===== src/rtl/as6d_pcs_rx_deinterleaver_ctrl.sv =====
// PCS RX deinterleaver controller: row-major ping-pong writes into a 128x72 ECC RAM,
// column-major reads through a skid FIFO with ready/valid output and ECC statistics.
//
// state          | meaning
// BANK_EMPTY     | bank free, waiting for an in_sof word
// BANK_FILLING   | block being written row-major
// BANK_FULL      | all words written, no read issued yet
// BANK_DRAINING  | column-major reads in progress
module as6d_pcs_rx_deinterleaver_ctrl #(
  parameter int DATA_WIDTH = 72,
  parameter int ROW_BITS   = 3,
  parameter int COL_BITS   = 3,
  parameter int ADDR_WIDTH = 7,
  parameter int RD_LAT     = 2,
  parameter int SKID_DEPTH = 4,
  parameter int CNT_WIDTH  = 16
) (
  input  logic                  clk,
  input  logic                  rst_n,
  input  logic                  cfg_en,
  input  logic                  in_valid,
  output logic                  in_ready,
  input  logic                  in_sof,
  input  logic [DATA_WIDTH-1:0] in_data,
  output logic                  out_valid,
  input  logic                  out_ready,
  output logic [DATA_WIDTH-1:0] out_data,
  output logic                  out_sof,
  output logic                  out_eof,
  output logic                  out_sbe,
  output logic                  out_dbe,
  output logic [ADDR_WIDTH-1:0] ram_aa,
  output logic                  ram_csa,
  output logic                  ram_wea,
  output logic [DATA_WIDTH-1:0] ram_da,
  output logic                  ram_csb,
  output logic                  ram_reb,
  output logic [ADDR_WIDTH-1:0] ram_ab,
  input  logic [DATA_WIDTH-1:0] ram_qb,
  input  logic                  ram_single_err,
  input  logic                  ram_double_err,
  output logic [CNT_WIDTH-1:0]  stat_sbe_cnt,
  output logic [CNT_WIDTH-1:0]  stat_dbe_cnt,
  output logic [CNT_WIDTH-1:0]  stat_sof_err
);

  localparam int IDX_BITS = ROW_BITS + COL_BITS;
  localparam int PTR_BITS = (SKID_DEPTH > 1) ? $clog2(SKID_DEPTH) : 1;
  localparam int OCC_BITS = $clog2(SKID_DEPTH + 1);

  typedef enum logic [1:0] {
    BANK_EMPTY    = 2'd0,
    BANK_FILLING  = 2'd1,
    BANK_FULL     = 2'd2,
    BANK_DRAINING = 2'd3
  } bank_state_e;

  typedef struct packed {
    logic [DATA_WIDTH-1:0] data;
    logic                  sbe;
    logic                  dbe;
    logic                  sof;
    logic                  eof;
  } skid_entry_t;

  bank_state_e           bank_q [2];
  bank_state_e           bank_d [2];
  logic                  wr_bank_q, rd_bank_q;
  logic [IDX_BITS-1:0]   wr_cnt_q, rd_cnt_q;
  logic [RD_LAT-1:0]     vld_sr_q;
  logic [1:0]            tag_sr_q [RD_LAT];
  skid_entry_t           fifo_q [SKID_DEPTH];
  logic [PTR_BITS-1:0]   wr_ptr_q, rd_ptr_q;
  logic [OCC_BITS-1:0]   occ_q, inflight;
  logic [OCC_BITS:0]     outstanding;

  bank_state_e           wr_st, rd_st;
  logic                  accept, wr_en, wr_last, sof_restart;
  logic [IDX_BITS-1:0]   wr_idx;
  logic                  rd_avail, rd_issue, rd_last;
  logic [1:0]            rd_tag;
  logic                  push, pop;
  skid_entry_t           head;

  // ---------------- write side ----------------
  assign wr_st       = bank_q[wr_bank_q];
  assign in_ready    = cfg_en & ((wr_st == BANK_EMPTY) | (wr_st == BANK_FILLING));
  assign accept      = in_valid & in_ready;
  // non-sof words arriving into an empty bank are silently dropped
  assign wr_en       = accept & (in_sof | (wr_st == BANK_FILLING));
  assign wr_idx      = in_sof ? '0 : wr_cnt_q;
  assign wr_last     = wr_en & (&wr_idx);
  assign sof_restart = accept & in_sof & (wr_st == BANK_FILLING);

  assign ram_csa = wr_en;
  assign ram_wea = wr_en;
  assign ram_aa  = wr_en ? {wr_bank_q, wr_idx} : '0;
  assign ram_da  = wr_en ? in_data : '0;

  // ---------------- read side ----------------
  always_comb begin
    inflight = '0;
    for (int i = 0; i < RD_LAT; i++) inflight = inflight + OCC_BITS'(vld_sr_q[i]);
  end

  // reads are only issued when the FIFO is guaranteed to have room on return
  assign outstanding = {1'b0, inflight} + {1'b0, occ_q};
  assign rd_st       = bank_q[rd_bank_q];
  assign rd_avail    = (rd_st == BANK_FULL) | (rd_st == BANK_DRAINING);
  assign rd_issue    = cfg_en & rd_avail & (outstanding < (OCC_BITS+1)'(SKID_DEPTH));
  assign rd_last     = rd_issue & (&rd_cnt_q);
  assign rd_tag      = {(rd_cnt_q == '0), (&rd_cnt_q)};

  assign ram_csb = rd_issue;
  assign ram_reb = rd_issue;
  assign ram_ab  = rd_issue ? {rd_bank_q, rd_cnt_q[ROW_BITS-1:0], rd_cnt_q[IDX_BITS-1:ROW_BITS]} : '0;

  // ---------------- bank FSMs ----------------
  always_comb begin
    for (int b = 0; b < 2; b++) begin
      bank_d[b] = bank_q[b];
      if (wr_en && (wr_bank_q == 1'(b))) bank_d[b] = wr_last ? BANK_FULL : BANK_FILLING;
      if (rd_issue && (rd_bank_q == 1'(b))) bank_d[b] = rd_last ? BANK_EMPTY : BANK_DRAINING;
      if (!cfg_en) bank_d[b] = BANK_EMPTY;
    end
  end

  always_ff @(posedge clk or negedge rst_n) begin
    if (!rst_n) begin
      bank_q[0] <= BANK_EMPTY;
      bank_q[1] <= BANK_EMPTY;
    end else begin
      bank_q[0] <= bank_d[0];
      bank_q[1] <= bank_d[1];
    end
  end

  always_ff @(posedge clk or negedge rst_n) begin
    if (!rst_n) begin
      wr_bank_q <= 1'b0;
      rd_bank_q <= 1'b0;
      wr_cnt_q  <= '0;
      rd_cnt_q  <= '0;
    end else if (!cfg_en) begin
      wr_bank_q <= 1'b0;
      rd_bank_q <= 1'b0;
      wr_cnt_q  <= '0;
      rd_cnt_q  <= '0;
    end else begin
      if (wr_en) wr_cnt_q <= wr_last ? '0 : wr_idx + 1'b1;
      if (wr_last) wr_bank_q <= ~wr_bank_q;
      if (rd_issue) rd_cnt_q <= rd_cnt_q + 1'b1;
      if (rd_last) rd_bank_q <= ~rd_bank_q;
    end
  end

  always_ff @(posedge clk or negedge rst_n) begin
    if (!rst_n) begin
      vld_sr_q <= '0;
      for (int i = 0; i < RD_LAT; i++) tag_sr_q[i] <= 2'b00;
    end else begin
      vld_sr_q[0] <= rd_issue;
      tag_sr_q[0] <= rd_tag;
      for (int i = 1; i < RD_LAT; i++) begin
        vld_sr_q[i] <= vld_sr_q[i-1] & cfg_en;
        tag_sr_q[i] <= tag_sr_q[i-1];
      end
    end
  end

  // ---------------- skid FIFO ----------------
  assign push      = cfg_en & vld_sr_q[RD_LAT-1];
  assign out_valid = (occ_q != '0);
  assign pop       = out_valid & out_ready;
  assign head      = fifo_q[rd_ptr_q];
  assign out_data  = out_valid ? head.data : '0;
  assign out_sbe   = out_valid & head.sbe;
  assign out_dbe   = out_valid & head.dbe;
  assign out_sof   = out_valid & head.sof;
  assign out_eof   = out_valid & head.eof;

  always_ff @(posedge clk) begin
    if (push) fifo_q[wr_ptr_q] <= {ram_qb, ram_single_err, ram_double_err, tag_sr_q[RD_LAT-1]};
  end

  always_ff @(posedge clk or negedge rst_n) begin
    if (!rst_n) begin
      wr_ptr_q <= '0;
      rd_ptr_q <= '0;
      occ_q    <= '0;
    end else if (!cfg_en) begin
      wr_ptr_q <= '0;
      rd_ptr_q <= '0;
      occ_q    <= '0;
    end else begin
      if (push) wr_ptr_q <= (wr_ptr_q == PTR_BITS'(SKID_DEPTH-1)) ? '0 : wr_ptr_q + 1'b1;
      if (pop)  rd_ptr_q <= (rd_ptr_q == PTR_BITS'(SKID_DEPTH-1)) ? '0 : rd_ptr_q + 1'b1;
      occ_q <= occ_q + OCC_BITS'(push) - OCC_BITS'(pop);
    end
  end

  // ---------------- statistics ----------------
  always_ff @(posedge clk or negedge rst_n) begin
    if (!rst_n) begin
      stat_sbe_cnt <= '0;
      stat_dbe_cnt <= '0;
      stat_sof_err <= '0;
    end else begin
      if (pop && out_sbe && (stat_sbe_cnt != '1)) stat_sbe_cnt <= stat_sbe_cnt + 1'b1;
      if (pop && out_dbe && (stat_dbe_cnt != '1)) stat_dbe_cnt <= stat_dbe_cnt + 1'b1;
      if (sof_restart && (stat_sof_err != '1)) stat_sof_err <= stat_sof_err + 1'b1;
    end
  end

  // write and read banks are always distinct, so the RAM never sees a same-address collision
  a_no_collision: assert property (@(posedge clk) disable iff (!rst_n)
    (ram_csa && ram_csb) |-> (ram_aa[ADDR_WIDTH-1] != ram_ab[ADDR_WIDTH-1]));

endmodule

===== config.mk =====
export PLATFORM = sky130hd
export DESIGN_NAME = as6d_pcs_rx_deinterleaver_ctrl
export DESIGN_NICKNAME = d
export VERILOG_FILES = /design/src/rtl/as6d_pcs_rx_deinterleaver_ctrl.sv
export SDC_FILE = /design/constraint.sdc
export NUM_CORES = 1
export LEC_CHECK = 0
export ABC_AREA = 1
export ABC_CLOCK_PERIOD_IN_PS = 6100
export CELL_PAD_IN_SITES_DETAIL_PLACEMENT = 1
export CELL_PAD_IN_SITES_GLOBAL_PLACEMENT = 1
export CORE_MARGIN = 2
export CORE_UTILIZATION = 39
export DETAILED_ROUTE_END_ITERATION = 6
export PLACE_DENSITY_LB_ADDON = 0.1
export SYNTH_ARGS = -nofsm -noshare
export SYNTH_HDL_FRONTEND = slang
export SYNTH_SLANG_ARGS = --single-unit

===== constraint.sdc =====
create_clock -name clk -period 6.1 [get_ports clk]
set_clock_uncertainty 0.15 [all_clocks]
set_input_delay 0.61 -clock clk [delete_from_list [all_inputs] [get_ports clk]]
set_output_delay 0.61 -clock clk [all_outputs]
set_load 0.02 [all_outputs]

==> flow_summary.toml <==
[status]
outcome = "finished, final reports clean"

[route]
wirelength_um = 49800
drtIter0Drc = 576
wire_per_inst_um = 19.0
vias = 13048
first_pass_iters = 4
drt-vias-per-instance = 4.98
route.detailed.drc = 0
ant_nets = 0

[clock_network]
cts_root_buf = "clkbuf_16"
worstSkewPairLatency_ps = 570
cts.sinks = 383
cts_made_buffers = 42
post_cts_resized = 0
cts.clk_slew.worst_paths_ps = 60
h-tree-depth = 2
cts_tree = "done"
cts_buffer_depth = 3

[worst_hold_path]
min_to = "tag_sr_q[0]"
hold_depth = 0
hp-class = "flop to flop"
hp-start = "tag_sr_q[2]"

[critical_path]
worstReg2RegEnd = "stat_dbe_cnt[9]"
required_ps = 5340
path_buf_inv = 2
criticalPathCategory = "flop to output port"
cpMaxStageDelayCell = "dfrtp_4"
worstPathMaxFanout = 90
critPathCaptureType = "output port"
r2r_setup_slack_ps = 2430
crit_chain = "buf_4 -> nor2_1 -> nor2_1 -> o21ai_0 -> a21oi_1 -> clkdlybuf4s50_1"
slowest_delay_ps = 910
critPathLaunchType = "flop"
crit_top_cell = "nor2_1"
rr_worst_depth = 10
rr_startpoint = "rd_ptr_q[0]"
crit_arrival_ps = 3730
path_delay_family = "buffers and inverters"

[floorplan]
dieArea_um2 = 44900
coreArea_um2 = 42900
io_pins = 368
rows = 76
dieWidth_um = 212
initial_core_util_pct = 39.3
fp.dieH_um = 212

[timing]
period_share_pct = 73.5
holdWs_ps = 198
fmax_ghz = 0.223
period_needed_ps = 4490
timing.final.max_slew_violations = 0
grt_setup_unrepaired = "false"
hold_violations = 0
maxSlewHeadroom_pct = 31.2
setup_viol = 0
worst_slew_pin_slew_ps = 1030
worst_slack_ps = 1610
final.setup.tns_ps = 0

[global_route]
grt_usage_pct = 22.3
grt.overflow.total = 0
first_global_vias = 13810
grt_max_degree = 154
antenna_found_initial = 5
grt_pass1_wl_um = 76600

[yosys]
yosys.cell_types.count = 36
yosys_warnings = 0
syn_area_um2 = 16800
synth_area_per_cell_um2 = 10.2
ys_seq_elements = 383
syn-num-nets = 1818
syn_inst = 1650
seq_area_frac_synth_pct = 65.9

[place]
dpl.hpwl_um = 32600
gp_congestion = 0.800
portBuffers = 367
dpl_worst_slack_ps = 2150
dp_cells = 2541
detailed_place.area_um2 = 21100

[pwr]
powerDensity_nw_per_um2 = 368
irDropWorstVdd_uv = 198
p_leak_uw = 0.00838

[layout]
drive_gt1_share_pct = 5.07
stdcell_area_um2 = 22400
seq_area_um2 = 11100
final_nets = 2169
area_growth_pct = 32.9
stdcell_count = 2619
fillers = 4695
multi_input_area_um2 = 4830

[run]
maxCapViolCount = 0
layout make-up:
class	count	area share, %
sequential	383	49.6
multi-input combinational	1041	21.6
timing repair buffer	382	17.0
clock buffer	61	5.20
tap	585	3.27
inverter	151	2.58
clock inverter	15	0.749
antenna	1	0.0112
synthesized netlist by cell type:
cell / instances / area [µm²]
nor2_2: 5 / 31.3
nand2_4: 1 / 11.3
inv_1: 144 / 541
buf_1: 11 / 41.3
inv_2: 4 / 15.0
o21ai_1: 21 / 105
buf_4: 7 / 52.6
edfxtp_1: 304 / 9130
nand2_2: 3 / 18.8
o21ai_0: 168 / 841
buf_6: 3 / 33.8
nor3_2: 1 / 10.0
a21oi_2: 1 / 8.76
nor2_1: 436 / 1640
nand2_1: 178 / 668
nor3_1: 19 / 95.1
dfrtp_1: 79 / 1980
o22ai_1: 3 / 18.8
buf_8: 1 / 15.0
nor4_1: 1 / 6.26
ha_1: 15 / 188
inv_6: 1 / 8.76
a21oi_1: 78 / 390
or2_2: 1 / 6.26
nand3_2: 4 / 40.0
xnor2_1: 17 / 149
buf_2: 18 / 90.1
and2_1: 1 / 6.26
xor2_1: 21 / 184
nand3_1: 46 / 230
nand4_1: 17 / 106
inv_4: 2 / 12.5
fa_1: 1 / 20.0
nor2_4: 2 / 22.5
clkbuf_1: 35 / 131
nand3b_1: 1 / 7.51
cells by family after synthesis:
logic type | after synthesis | share of synthesized area (%)
and+or+nand+nor | 716 | 17.2
DFF | 383 | 65.9
AOI/OAI and AO/OA | 271 | 8.10
buffers and inverters | 226 | 5.58
xor gates and xnor gates | 38 | 1.98
adders and majority gates | 16 | 1.23
per-stage QoR:
stage / util (%) / total power [µW]
after global placement: 49.1 / 5800
after CTS: 52.2 / 8360
after floorplan: - / 4530
final: 52.2 / 8240
after global routing: 52.2 / 8680
after detailed placement: 49.1 / 5850
worst max path at each step:
| stage | startpoint | to | slack, ps | cells after the start |
|---|---|---|---|---|
| 2_1_floorplan | cfg_en | fifo_q[0][0] | 1320 | 3 |
| 3_3_place_gp | rd_ptr_q[0] | out_data[56] | 2210 | 6 |
| 3_5_place_dp | rd_ptr_q[0] | out_dbe | 2150 | 6 |
| 4_1_cts | rd_ptr_q[0] | out_dbe | 1530 | 6 |
| 5_1_grt | rd_ptr_q[0] | out_data[42] | 1320 | 6 |
| 6_report | rd_ptr_q[0] | out_data[61] | 1610 | 6 |
metal layers:
layer / global-route usage (%) / part of all wire [%]
met5: 0 / 0.074
met4: 5.32 / 1.4
met3: 6.56 / 6.9
met2: 40.0 / 51
met1: 26.1 / 40
registers in the layout, indices dropped and copies added (netlist names), 3 cells and up:
register,count
stat_sof_err,16
stat_dbe_cnt,16
stat_sbe_cnt,16
occ_q,3
tag_sr_q,4
bank_q,4
fifo_q,304
rd_cnt_q,6
wr_cnt_q,6
where the power goes:
group          internal (µW)  total (µW)  switching (µW)
combinational           1060        2720            1660
clock                   1460        2480            1020
sequential              2890        3040             155
repair_timing:
action	in CTS	in global routing
setup buffers	0	0
hold buffers	1	0
hold endpoints to repair	10	0
layout by cell type (no fill, tap or decap), types with 3 or more instances in the layout:
| cell | synthesis | routed |
|---|---|---|
| nor2_2 | 5 | 5 |
| o21ai_1 | 21 | 21 |
| inv_2 | 4 | 5 |
| o22ai_1 | 3 | 3 |
| buf_4 | 7 | 13 |
| clkbuf_16 | 0 | 43 |
| nand2_1 | 178 | 178 |
| ha_1 | 15 | 15 |
| clkinv_2 | 0 | 5 |
| inv_1 | 144 | 143 |
| nor2_4 | 2 | 6 |
| nor3_1 | 19 | 19 |
| dfrtp_1 | 79 | 77 |
| clkdlybuf4s50_1 | 0 | 366 |
| nand2_2 | 3 | 3 |
| nand3_1 | 46 | 46 |
| clkinv_1 | 0 | 4 |
| bufinv_16 | 0 | 3 |
| xnor2_1 | 17 | 17 |
| inv_6 | 1 | 3 |
| edfxtp_1 | 304 | 304 |
| nor2_1 | 436 | 432 |
| xor2_1 | 21 | 21 |
| nand4_1 | 17 | 17 |
| clkbuf_1 | 35 | 16 |
| a21oi_1 | 78 | 78 |
| o21ai_0 | 168 | 168 |
| nand3_2 | 4 | 4 |
(Power assumes the default switching activity.)
